==> src/rtl/gtech_pkg.sv <==
// Shared helpers for the GTECH parity pipeline: radix-3 tree sizing and the
// per-beat control sideband carried alongside the tree data.
package gtech_pkg;

    localparam int unsigned MAX_WIDTH = 243;

    // Control bits sampled with each beat and carried through the tree
    typedef struct packed {
        logic mode;
        logic acc_en;
        logic last;
    } sb_t;

    // Number of radix-3 reduction levels needed to bring n bits down to one
    function automatic int unsigned clog3(input int unsigned n);
        int unsigned w;
        int unsigned l;
        w = n;
        l = 0;
        while (w > 1) begin
            w = (w + 2) / 3;
            l = l + 1;
        end
        return l;
    endfunction

    // Per-lane width after lvl levels of reduction: ceil(n / 3^lvl)
    function automatic int unsigned level_width(input int unsigned n, input int unsigned lvl);
        int unsigned w;
        w = n;
        for (int unsigned i = 0; i < lvl; i++) begin
            w = (w + 2) / 3;
        end
        return w;
    endfunction

    // Bit offset of level lvl inside the flattened all-levels tree bus
    function automatic int unsigned tree_offset(input int unsigned n, input int unsigned lanes,
                                                input int unsigned lvl);
        int unsigned off;
        off = 0;
        for (int unsigned i = 0; i < lvl; i++) begin
            off = off + lanes * level_width(n, i);
        end
        return off;
    endfunction

endpackage

==> src/rtl/gtech_xor3_stage.sv <==
// One registered level of the radix-3 XOR tree. Each lane is zero-padded at
// the MSB end to a multiple of three, reduced with XOR3 per group, and
// registered together with its valid and sideband bits.
module gtech_xor3_stage #(
    parameter int unsigned IN_W  = 3,
    parameter int unsigned LANES = 1,
    parameter int unsigned SB_W  = 1
) (
    input  logic                               clk,
    input  logic                               rst,
    input  logic                               en,
    input  logic                               in_valid,
    input  logic [LANES*IN_W-1:0]              in_data,
    input  logic [SB_W-1:0]                    in_sb,
    output logic                               out_valid,
    output logic [LANES*((IN_W+2)/3)-1:0]      out_data,
    output logic [SB_W-1:0]                    out_sb
);

    localparam int unsigned OUT_W = (IN_W + 2) / 3;
    localparam int unsigned PAD_W = 3 * OUT_W;

    logic [LANES*OUT_W-1:0] red;

    // XOR3 reduction per group of three bits, per lane
    for (genvar k = 0; k < LANES; k++) begin : g_lane
        logic [PAD_W-1:0] lane_pad;
        assign lane_pad = PAD_W'(in_data[k*IN_W +: IN_W]);
        for (genvar g = 0; g < OUT_W; g++) begin : g_grp
            assign red[k*OUT_W + g] = ^lane_pad[3*g +: 3];
        end
    end

    // Level register; frozen with the rest of the pipe when en is low
    always_ff @(posedge clk) begin
        if (rst) begin
            out_valid <= 1'b0;
            out_data  <= '0;
            out_sb    <= '0;
        end else if (en) begin
            out_valid <= in_valid;
            out_data  <= red;
            out_sb    <= in_sb;
        end
    end

endmodule

==> src/rtl/gtech_parity_pipe.sv <==
// Pipelined multi-lane parity reduction with per-beat XNOR mode and running
// frame parity. Optional macro GTECH_PARITY_PIPE_CHK_EN adds an expected-
// parity input (IN_EXP) and per-lane / sticky error outputs (ERR, ERR_STICKY).
module gtech_parity_pipe
    import gtech_pkg::*;
#(
    parameter int unsigned WIDTH = 24,
    parameter int unsigned LANES = 4
) (
    input  logic                   CLK,
    input  logic                   RST,
    input  logic                   IN_VALID,
    output logic                   IN_READY,
    input  logic [LANES*WIDTH-1:0] IN_DATA,
    input  logic                   IN_LAST,
    input  logic                   MODE,
    input  logic                   ACC_EN,
    output logic                   OUT_VALID,
    input  logic                   OUT_READY,
    output logic [LANES-1:0]       OUT_Z,
    output logic                   OUT_LAST
`ifdef GTECH_PARITY_PIPE_CHK_EN
    ,
    input  logic [LANES-1:0]       IN_EXP,
    output logic [LANES-1:0]       ERR,
    output logic                   ERR_STICKY
`endif
);

    localparam int unsigned LEVELS = clog3(WIDTH);
    localparam int unsigned CTL_W  = $bits(sb_t);
`ifdef GTECH_PARITY_PIPE_CHK_EN
    localparam int unsigned SB_W   = CTL_W + LANES;
`else
    localparam int unsigned SB_W   = CTL_W;
`endif
    localparam int unsigned TREE_W = tree_offset(WIDTH, LANES, LEVELS + 1);

    if (WIDTH < 2 || WIDTH > MAX_WIDTH) begin : g_width_check
        $error("gtech_parity_pipe: WIDTH outside 2..243");
    end

    logic              advance;
    logic [TREE_W-1:0] tree_bus;
    logic              lvl_valid [LEVELS+1];
    logic [SB_W-1:0]   lvl_sb    [LEVELS+1];
    sb_t               beat_ctl;
    sb_t               tree_ctl;
    logic [LANES-1:0]  tree_z;
    logic [LANES-1:0]  acc_q;
    logic [LANES-1:0]  raw_c;
    logic [LANES-1:0]  acc_d_c;
    logic [LANES-1:0]  z_d_c;

    // Whole pipe moves together unless a held result is blocking the output
    assign advance  = ~OUT_VALID | OUT_READY;
    assign IN_READY = advance;

    assign beat_ctl      = '{mode: MODE, acc_en: ACC_EN, last: IN_LAST};
    assign tree_bus[LANES*WIDTH-1:0] = IN_DATA;
    assign lvl_valid[0]  = IN_VALID;
`ifdef GTECH_PARITY_PIPE_CHK_EN
    assign lvl_sb[0]     = {IN_EXP, beat_ctl};
`else
    assign lvl_sb[0]     = beat_ctl;
`endif

    // Chain of registered tree levels; each level's slice of tree_bus feeds the next
    for (genvar l = 0; l < LEVELS; l++) begin : g_lvl
        localparam int unsigned IW   = level_width(WIDTH, l);
        localparam int unsigned OW   = level_width(WIDTH, l + 1);
        localparam int unsigned IOFF = tree_offset(WIDTH, LANES, l);
        localparam int unsigned OOFF = tree_offset(WIDTH, LANES, l + 1);

        gtech_xor3_stage #(
            .IN_W  (IW),
            .LANES (LANES),
            .SB_W  (SB_W)
        ) u_stage (
            .clk       (CLK),
            .rst       (RST),
            .en        (advance),
            .in_valid  (lvl_valid[l]),
            .in_data   (tree_bus[IOFF +: LANES*IW]),
            .in_sb     (lvl_sb[l]),
            .out_valid (lvl_valid[l+1]),
            .out_data  (tree_bus[OOFF +: LANES*OW]),
            .out_sb    (lvl_sb[l+1])
        );
    end

    assign tree_z   = tree_bus[TREE_W-1 -: LANES];
    assign tree_ctl = lvl_sb[LEVELS][CTL_W-1:0];

    // Running true parity; inversion happens only on the way out
    always_comb begin
        raw_c   = tree_z;
        acc_d_c = '0;
        if (tree_ctl.acc_en) begin
            raw_c = tree_z ^ acc_q;
            if (!tree_ctl.last) begin
                acc_d_c = raw_c;
            end
        end
        z_d_c = raw_c ^ {LANES{tree_ctl.mode}};
    end

    // Output stage and accumulator, loaded only when a beat leaves the tree
    always_ff @(posedge CLK) begin
        if (RST) begin
            OUT_VALID <= 1'b0;
            OUT_Z     <= '0;
            OUT_LAST  <= 1'b0;
            acc_q     <= '0;
        end else if (advance) begin
            OUT_VALID <= lvl_valid[LEVELS];
            if (lvl_valid[LEVELS]) begin
                OUT_Z    <= z_d_c;
                OUT_LAST <= tree_ctl.last;
                acc_q    <= acc_d_c;
            end
        end
    end

`ifdef GTECH_PARITY_PIPE_CHK_EN
    logic [LANES-1:0] tree_exp;
    logic [LANES-1:0] err_d_c;

    assign tree_exp = lvl_sb[LEVELS][SB_W-1 -: LANES];
    assign err_d_c  = z_d_c ^ tree_exp;

    // Per-beat mismatch flags and a sticky summary cleared only by reset
    always_ff @(posedge CLK) begin
        if (RST) begin
            ERR        <= '0;
            ERR_STICKY <= 1'b0;
        end else if (advance) begin
            if (lvl_valid[LEVELS]) begin
                ERR        <= err_d_c;
                ERR_STICKY <= ERR_STICKY | (|err_d_c);
            end else begin
                ERR        <= '0;
            end
        end
    end
`endif

endmodule
==> config.mk <==
export PLATFORM = sky130hd
export DESIGN_NAME = gtech_parity_pipe
export DESIGN_NICKNAME = d
export VERILOG_FILES = /design/src/rtl/gtech_pkg.sv /design/src/rtl/gtech_xor3_stage.sv /design/src/rtl/gtech_parity_pipe.sv
export SDC_FILE = /design/constraint.sdc
export NUM_CORES = 1
export LEC_CHECK = 0
export CAP_MARGIN = 10
export CORE_MARGIN = 4
export CORE_UTILIZATION = 34
export DETAILED_ROUTE_END_ITERATION = 10
export PLACE_DENSITY = 0.67
export SLEW_MARGIN = 20
export SYNTH_ARGS = -nofsm -noshare
export SYNTH_HDL_FRONTEND = slang
export SYNTH_SLANG_ARGS = --single-unit
==> constraint.sdc <==
create_clock -name CLK -period 1.4 [get_ports CLK]
set_input_delay 0.42 -clock CLK [delete_from_list [all_inputs] [get_ports CLK]]
set_output_delay 0.42 -clock CLK [all_outputs]
set_load 0.01 [all_outputs]
==> flow_summary.toml <==
[synthesis]
syn_avg_cell_area_sq_um = 9.18
synth_nets = 472
ys_warn_count = 0
netlist-cell-type-count = 23
syn-cell-area_sq_um = 3390
synth_top_area_cell = "dfxtp_1"
syn_inst = 369
synth_ff_type = "dfxtp_1"
synth_top_area_frac = 0.414
synthTopCellsByArea = "dfxtp_1 41%, xnor2_1 14%, xor2_1 11%"
synth.yosys.seq_area_share = 0.414
async_flop_share = 0
ys_ff_latch = 70
synth_edf_count = 0

[pwr]
power_switching_uw = 1240
ir_drop_mv = 0.457
power_density_nw_per_um2 = 1020
internal-power_uw = 3730
p_clk_frac = 0.305
p_seq_frac = 0.475
switching_share = 0.249
leakage_uw = 0.00176
combPwrFrac = 0.220

[timing]
maxSlewHeadroom = 0.806
hold_viol = 0
setup_violations = 1
slew_viol_final = 0
rsz0062_at_grt = "yes"
tightest_slew_ps = 290
post-route-period-util = 1.01
fin_crit_ps = 1410
worst_hold_slack_ps = 457
max_freq_mhz = 710
setup_ws_ps = -8.29
skew_ps = 4.19

[drt]
vias_per_cell = 4.56
totalWireLength_microns = 7310
vias = 2819
drc = 0
drt_first_pass_iters = 4
drt_iter0_drc = 103
ant_nets = 0
drt-wirelength-per-cell_microns = 11.8

[final_layout]
diodes = 0
final_common_cell = "clkdlybuf4s50_1"
final_area_sq_um = 4870
fill_cells = 941
most-common-layout-cells = "100 x clkdlybuf4s50_1, 69 x dfxtp_1, 56 x xnor2_1, 44 x xor2_1"
nets = 583
drive_above_1_share = 0.0763
finalNonFillerCells = 618
syn_to_final_growth_pct = 43.8

[cts]
clkLatencyLatePin_ps = 340
postCtsSetupBuffers = 0
cts-root-buf = "clkbuf_8"
clk_path_buf_depth = 2
cts-hold-fix-buffers = 0
htreeDepth = 3
cts_num_sinks = 70
clkTransAtPathRegs_ps = 70
cts_tree = "built"
cts_made_buffers = 9

[grt]
grt_max_degree = 38
grt_pass1_vias = 2833
grt_overflow_total = 0
grt_pass1_wl_microns = 12100
antenna_found_initial = 0
track_usage = 0.129

[worst_setup_path]
crit_buf_inv = 2
crit_path_max_incr_delay_ps = 320
cp_data_arrival_time_ps = 990
crit_type = "reg -> out"
worst-path-max-fanout = 2
cp_cell_sequence = "nor2b_4, inv_2, buf_6"
cp.required_ps = 980
worst_path_max_delay_cell = "dfxtp_2"
endpoint_kind = "primary output"
crit_family = "flip-flops"
cp-start-kind = "flip-flop"

[floorplanning]
die_y_microns = 108
io_pins = 110
floorplan.initialDensity = 0.348
fp-row-count = 36
die_area_sq_um = 11600
die_w_microns = 108
coreArea_sq_um = 9730

[placement]
pre_cts_ws_ps = -602
place_congestion = 0.762
dp_hpwl_microns = 5500
dp.cells = 601
placed_cell_area_sq_um = 4670
portBuffers = 109

[run_status]
status = "finished, violations left"
violations = "setup timing"

[worst_hold_path]
worstHoldPathType = "reg -> reg"

[run]
maxCapViolCount = 0
==> repair_timing <==
action                                  in CTS  in global routing
gates resized for setup                     16                  5
endpoints found under the setup margin      69                 16
cloned                                       0                  1
==> state kept, by name (all words and copies together) (netlist names) <==
signal / flops
OUT_LAST: 1
OUT_VALID: 1
OUT_Z: 4
acc_q: 4
g_lvl.u_stage.out_data: 48
g_lvl.u_stage.out_sb: 9
g_lvl.u_stage.out_valid: 3
==> kinds of logic after synthesis <==
kind of cell | synth area share
xor gates and xnor gates | 0.258
and+or+nand+nor | 0.169
AOI/OAI and AO/OA | 0.126
DFF | 0.414
buffers and inverters | 0.0336
==> cells in the mapped netlist (4+ instances only) <==
cell type and instances:
a211oi_1 4, a21oi_1 14, a31oi_1 4, buf_2 10
clkbuf_1 12, dfxtp_1 70, nand2_1 28, nand2b_1 29
nand3b_1 24, nand4_1 4, nor2_1 5, nor2b_1 5
o21ai_0 20, o21ai_1 5, o22ai_1 28, xnor2_1 56
xor2_1 44
==> final cells by class <==
cell class	count	area (sq um)	area share
Tap cell	133	166	0.0341
Timing Repair Buffer	124	1240	0.254
Clock inverter	4	47.5	0.00976
Sequential cell	70	1400	0.288
Clock buffer	12	135	0.0277
Multi-Input combinational cell	273	1880	0.385
Inverter	2	7.51	0.00154
==> routing by layer <==
| layer | track usage | share of wire | vias to the layer above |
|---|---|---|---|
| met4 | 0.0352 | 0.014 | 0 |
| li1 | - | - | 1456 |
| met5 | 0 | 0 | - |
| met1 | 0.146 | 0.42 | 1279 |
| met3 | 0.0492 | 0.066 | 9 |
| met2 | 0.227 | 0.50 | 75 |
==> final timing paths <==
kind / from / end / slack, ps / depth (start not counted)
max: OUT_VALID / IN_READY / -8 / 3
min: g_lvl[1].u_stage.out_sb[0] / g_lvl[1].u_stage.out_sb[0] / 460 / 2
max reg2reg: OUT_VALID / g_lvl[0].u_stage.out_data[3] / 90 / 6
min reg2reg: g_lvl[1].u_stage.out_sb[0] / g_lvl[1].u_stage.out_sb[0] / 460 / 2
==> power by group through the flow <==
| stage | combinational (uW) | clock, uW | sequential, uW |
|---|---|---|---|
| final | 1090 | 1510 | 2360 |
| after global routing | 1210 | 1660 | 2390 |
| after CTS | 1110 | 1570 | 2360 |
| after detailed placement | 1110 | 0 | 2410 |
| after global placement | 1090 | 0 | 2400 |
| after floorplan | 675 | 0 | 2370 |
==> metrics by stage <==
stage / setup TNS, ps / total power [uW] / utilization
floorplan: 0 / 3050 / -
global placement: -27340 / 3490 / 0.480
global route: -136 / 5260 / 0.501
CTS: -49.0 / 5050 / 0.497
finish: -8.29 / 4970 / 0.501
detailed placement: -28640 / 3520 / 0.480
==> tightest hold or removal path, stage by stage, from the launching register on <==
cell	delay, ps
dfxtp_1	310
nand2_1	50
a21oi_1	50
No activity file was read; power rests on OpenSTA's default activity.
==> patch 1: new RTL, config.mk and constraints unchanged <==
The option `GTECH_PARITY_PIPE_CHK_EN` is turned on by a define.
--- a/src/rtl/gtech_parity_pipe.sv
+++ b/src/rtl/gtech_parity_pipe.sv
@@ -1,6 +1,8 @@
 // Pipelined multi-lane parity reduction with per-beat XNOR mode and running
 // frame parity. Optional macro GTECH_PARITY_PIPE_CHK_EN adds an expected-
 // parity input (IN_EXP) and per-lane / sticky error outputs (ERR, ERR_STICKY).
+`define GTECH_PARITY_PIPE_CHK_EN
+
 module gtech_parity_pipe
     import gtech_pkg::*;
 #(
Interface: changed (added ERR, ERR_STICKY and IN_EXP); port bits go from 110 to 119. No check against the original RTL was run, so the function may have changed too.
==> patch 1 against the unedited design <==
The run still ends with setup timing left. Via count up 22%. Worst setup slack worse by 27 ps. Core utilization up 1.2 points. Sequential cell count up 17. Clock skew up 4.3 ps. Cell count up 23%. Area after synthesis up 18%. Sequential power up 21%. Critical path depth up 1. Wire length up 19%. Cell area up 21%. Total power up 37%. Critical endpoint unchanged. Largest cell class unchanged. Highest routed layer unchanged.
==> patch 1: results (changes against the unedited design) <==
Switching Share -> 0.2380 (-0.01115)
Via count -> 3449 (+22%)
Leakage Power -> 0.002268 uW (+29%)
FF+latch count, synth -> 87 (+24%)
Post-CTS sizing -> 27 (+11)
Regs by FF count -> g_lvl.u_stage.out_data: 48 flops, g_lvl.u_stage.out_sb: 21 flops
Status -> finished with violations
Complex-gate fraction of the synthesized area -> 0.1180 (-0.007540)
Pre-CTS WS -> -664.3 ps (-62.17 ps)
Non-clk bufs -> 146 (+18%)
Port Buf Inserts -> 118 (+8.3%)
Non-clock buffering overhead -> 0.2428 (-0.01141)
Register area share after synthesis -> 0.4346 (+0.02100)
Final WS setup -> -35.34 ps (-27.05 ps)
Post-Synth XOR/XNOR Area -> 0.2466 (-0.01185)
Mapped Avg Cell Area -> 8.263 um^2 (-10%)
Multi-input logic area -> 2211 um^2 (+18%)
Logic inverters -> 1 (-1)
Pwr Total -> 6815 uW (+37%)
Placed inst area -> 5494 um^2 (+18%)
Largest stage delay, worst path -> 260 ps (-60 ps)
Hpwl dp -> 6.535 mm (+19%)
# Post-CTS Setup Buffers -> 2 (+2)
Final setup TNS -> -65.32 ps (-57.03 ps)
Nets@finish -> 721 (+24%)
Critical Path Fanout Max -> 3 (+1)
Dominant cells by area after synthesis -> dfxtp_1 (43%), xnor2_1 (21%), nand2_1 (14%)
Largest net degree at the start of global routing -> 74 (+95%)
Layout area overhead -> 46.74%
GPL Wtd Cong -> 0.7926 (+4.0%)
Fin Clk Skew -> 8.487 ps (+4.294 ps)
GR Util All Layers -> 0.1313 (+0.001836)
Final WL -> 8.687 mm (+19%)
Failing checks -> setup timing
Layout cells sized above 1 -> 0.1018 (+0.02549)
Worst vdd ir -> 0.0006147 V (+34%)
Setup-failing EPs final -> 3 (+2)
[patch 1: cell types whose count changed after synthesis, sizes merged, moves of 27 or more]
cell	delta
a21oi	+63
nand2	+123
nand2b	-27
o22ai	-28
xnor2	+40
xor2	-40
[patch 1: layer usage]
metal | vias to the layer above | part of all wire | track usage
met4 | 0 | 0.017 | 0.05046
met3 | 17 | 0.068 | 0.04611
li1 | 1808 | - | -
met5 | - | 0 | 0
met2 | 99 | 0.50 | 0.2353
met1 | 1525 | 0.41 | 0.1417
[patch 1: cells by family after synthesis]
family / after synthesis
and+or+nand+nor: 175
AOI/OAI and AO/OA: 90
xor gates and xnor gates: 104
buffers and inverters: 29
DFF: 87
[patch 1: worst paths after layout]
kind                         startpoint    endpoint  slack (ps)  depth (start not counted)
min                            OUT_LAST    OUT_LAST         450                          2
min reg2reg                    OUT_LAST    OUT_LAST         450                          2
max reg2reg  g_lvl[2].u_stage.out_sb[1]  ERR_STICKY         -30                          5
max                           OUT_READY    IN_READY         -40                          4
==> patch 2: new RTL, same flow settings <==
Without the edit above. Register the input `MODE` before use, without a reset. The logic sees it one clock later. The other inputs are not delayed to match.
--- a/src/rtl/gtech_parity_pipe.sv
+++ b/src/rtl/gtech_parity_pipe.sv
@@ -36,6 +36,12 @@
 `endif
     localparam int unsigned TREE_W = tree_offset(WIDTH, LANES, LEVELS + 1);
 
+    logic MODE_q;
+
+    always_ff @(posedge CLK) begin
+        MODE_q <= MODE;
+    end
+
     if (WIDTH < 2 || WIDTH > MAX_WIDTH) begin : g_width_check
         $error("gtech_parity_pipe: WIDTH outside 2..243");
     end
@@ -56,7 +62,7 @@
     assign advance  = ~OUT_VALID | OUT_READY;
     assign IN_READY = advance;
 
-    assign beat_ctl      = '{mode: MODE, acc_en: ACC_EN, last: IN_LAST};
+    assign beat_ctl      = '{mode: MODE_q, acc_en: ACC_EN, last: IN_LAST};
     assign tree_bus[LANES*WIDTH-1:0] = IN_DATA;
     assign lvl_valid[0]  = IN_VALID;
 `ifdef GTECH_PARITY_PIPE_CHK_EN
Behaviour: not the same (a bounded check fails within 10 cycles, from zero or initial values and one cycle with RST high).
==> patch 2 against the unedited design <==
The flow still finishes with violations (setup timing). Non-clock buffer count shrank 3. Sequential cell count grew 1. First-iteration DRC count shrank 27%. Total power shrank 2.6%. Cell area shrank 0.62%. Worst setup slack lost 24 ps. Core utilization shrank 0.54 points. Sequential share of layout area grew 0.59 points. Area after synthesis grew 0.59%. Register-to-register slack lost 50 ps. Wire length shrank 0.11%. Count of clock-buffer cells in the layout grew 2. Die area grew 0.55%. Highest routed layer unchanged.
==> patch 2: results (changes against the unedited design) <==
Failing checks -> setup timing
GPL Wtd Cong -> 0.7446 (-2.3%)
Final setup TNS -> -32.18 ps (-23.90 ps)
M3 GR Usage -> 0.04179 (-0.007399)
Initial DRC count -> 75 (-27%)
NetSw -> 1215 uW (-1.8%)
Syn_nets -> 473 (+0.21%)
Top-area cell type share of the netlist area -> 0.4170 (+0.003444)
Dominant cells by area after synthesis -> dfxtp_1 (42%), xnor2_1 (14%), xor2_1 (11%)
Fillers -> 959 (+1.9%)
Via count -> 2798 (-0.74%)
R2R setup slack -> 40 ps (-50 ps)
Commonest cells post-synth -> dfxtp_1 (71), xnor2_1 (56), xor2_1 (44)
Nets@finish -> 581 (-0.34%)
R2R Path End -> g_lvl[0].u_stage.out_data[2]
Layout cells sized above 1 -> 0.07054 (-0.005749)
Root Buffer -> clkbuf_8
Global routing met2 resource utilization -> 0.2242 (-0.002664)
WHS Path Cells -> 2 (unchanged)
Setup-failing EPs final -> 1 (unchanged)
Placed inst area -> 4662 um^2 (-0.11%)
WHS -> 453.5 ps (-3.946 ps)
Met1 Use GR -> 0.1414 (-0.004998)
Fin Clk Skew -> 3.604 ps (-0.5891 ps)
Drt pass-1 iters -> 6 (+2)
Worst Hold Endpoint -> g_lvl[0].u_stage.out_sb[0]
Final WL -> 7.305 mm (-0.11%)
GR Util All Layers -> 0.1270 (-0.002414)
Worst hold start -> g_lvl[0].u_stage.out_sb[0]
Clock Latency Late Sink -> 330 ps
Worst vdd ir -> 0.0004202 V (-8.1%)
Hpwl dp -> 5.277 mm (-4.1%)
Largest net degree at the start of global routing -> 54 (+42%)
Worst path arrival time -> 1010 ps (+20 ps)
Slew headroom -> 0.7956 (-0.01040)
Register area share after synthesis -> 0.4170 (+0.003444)
Global-route wire length before repair -> 12.05 mm (-0.74%)
Leakage Power -> 0.001741 uW (-0.94%)
Pwr Total -> 4840 uW (-2.6%)
Final WS setup -> -32.18 ps (-23.90 ps)
Status -> finished with violations
-- patch 2: cell count changes after synthesis, sizes merged --
cell   delta
dfxtp     +1
-- patch 2: logic make-up after synthesis --
kind of cell | after synthesis | synth area share
AO/OA/AOI/OAI | 75 | 0.1248
XOR/XNOR | 100 | 0.2570
buffers and inverters | 26 | 0.03341
flip-flops | 71 | 0.4170
AND/OR/NAND/NOR | 98 | 0.1678
-- patch 2: worst max-delay path by stage --
stage,slack (ps),depth (start not counted),startpoint,end
floorplan,130,3,OUT_VALID,IN_READY
CTS,-200,3,OUT_VALID,IN_READY
global placement,-620,4,OUT_READY,IN_READY
detailed placement,-610,4,OUT_READY,IN_READY
global route,-90,3,OUT_VALID,IN_READY
finish,-30,4,OUT_READY,IN_READY
-- patch 2: area by class of cell --
cell class	instances	area [um^2]	share of cell area
Inverter	2	7.507	0.001550
Tap cell	133	166.4	0.03436
Clock buffer	14	152.6	0.03152
Clock inverter	1	5.005	0.001033
Sequential cell	71	1423	0.2937
Timing Repair Buffer	121	1214	0.2506
Multi-Input combinational cell	273	1876	0.3872
-- patch 2: worst max-delay path: stages --
cell	delay (ps)
dlygate4sd2_1	260
nor2b_4	140
inv_2	70
buf_6	120
-- patch 2: stage by stage --
stage,setup slack [ps],utilization,std cells
detailed placement,-607.8,0.4770,599
CTS,-204.9,0.4918,614
floorplan,126.2,-,370
finish,-32.18,0.4955,615
global route,-88.18,0.4955,615
global placement,-616.0,0.4770,599
-- patch 2: power groups by stage --
stage                     Sequential (uW)  Combinational (uW)  Clock (uW)
final                                2390                1100        1350
after global routing                 2420                1210        1490
after CTS                            2390                1100        1400
after detailed placement             2440                1100           0
after global placement               2430                1090           0
after floorplan                      2400                 675           0
-- patch 2: metal layers --
metal  wire, um  up-vias
li1           -     1454
met1       3059     1261
met2       3681       75
met3        456        8
met4        107        0
met5          0        -
-- patch 2: timing repair --
| action | in CTS | in global routing |
|---|---|---|
| cloned | 0 | 1 |
| setup endpoints to repair | 70 | 62 |
| endpoints found under the hold margin | 0 | 0 |
| resized for setup | 12 | 14 |
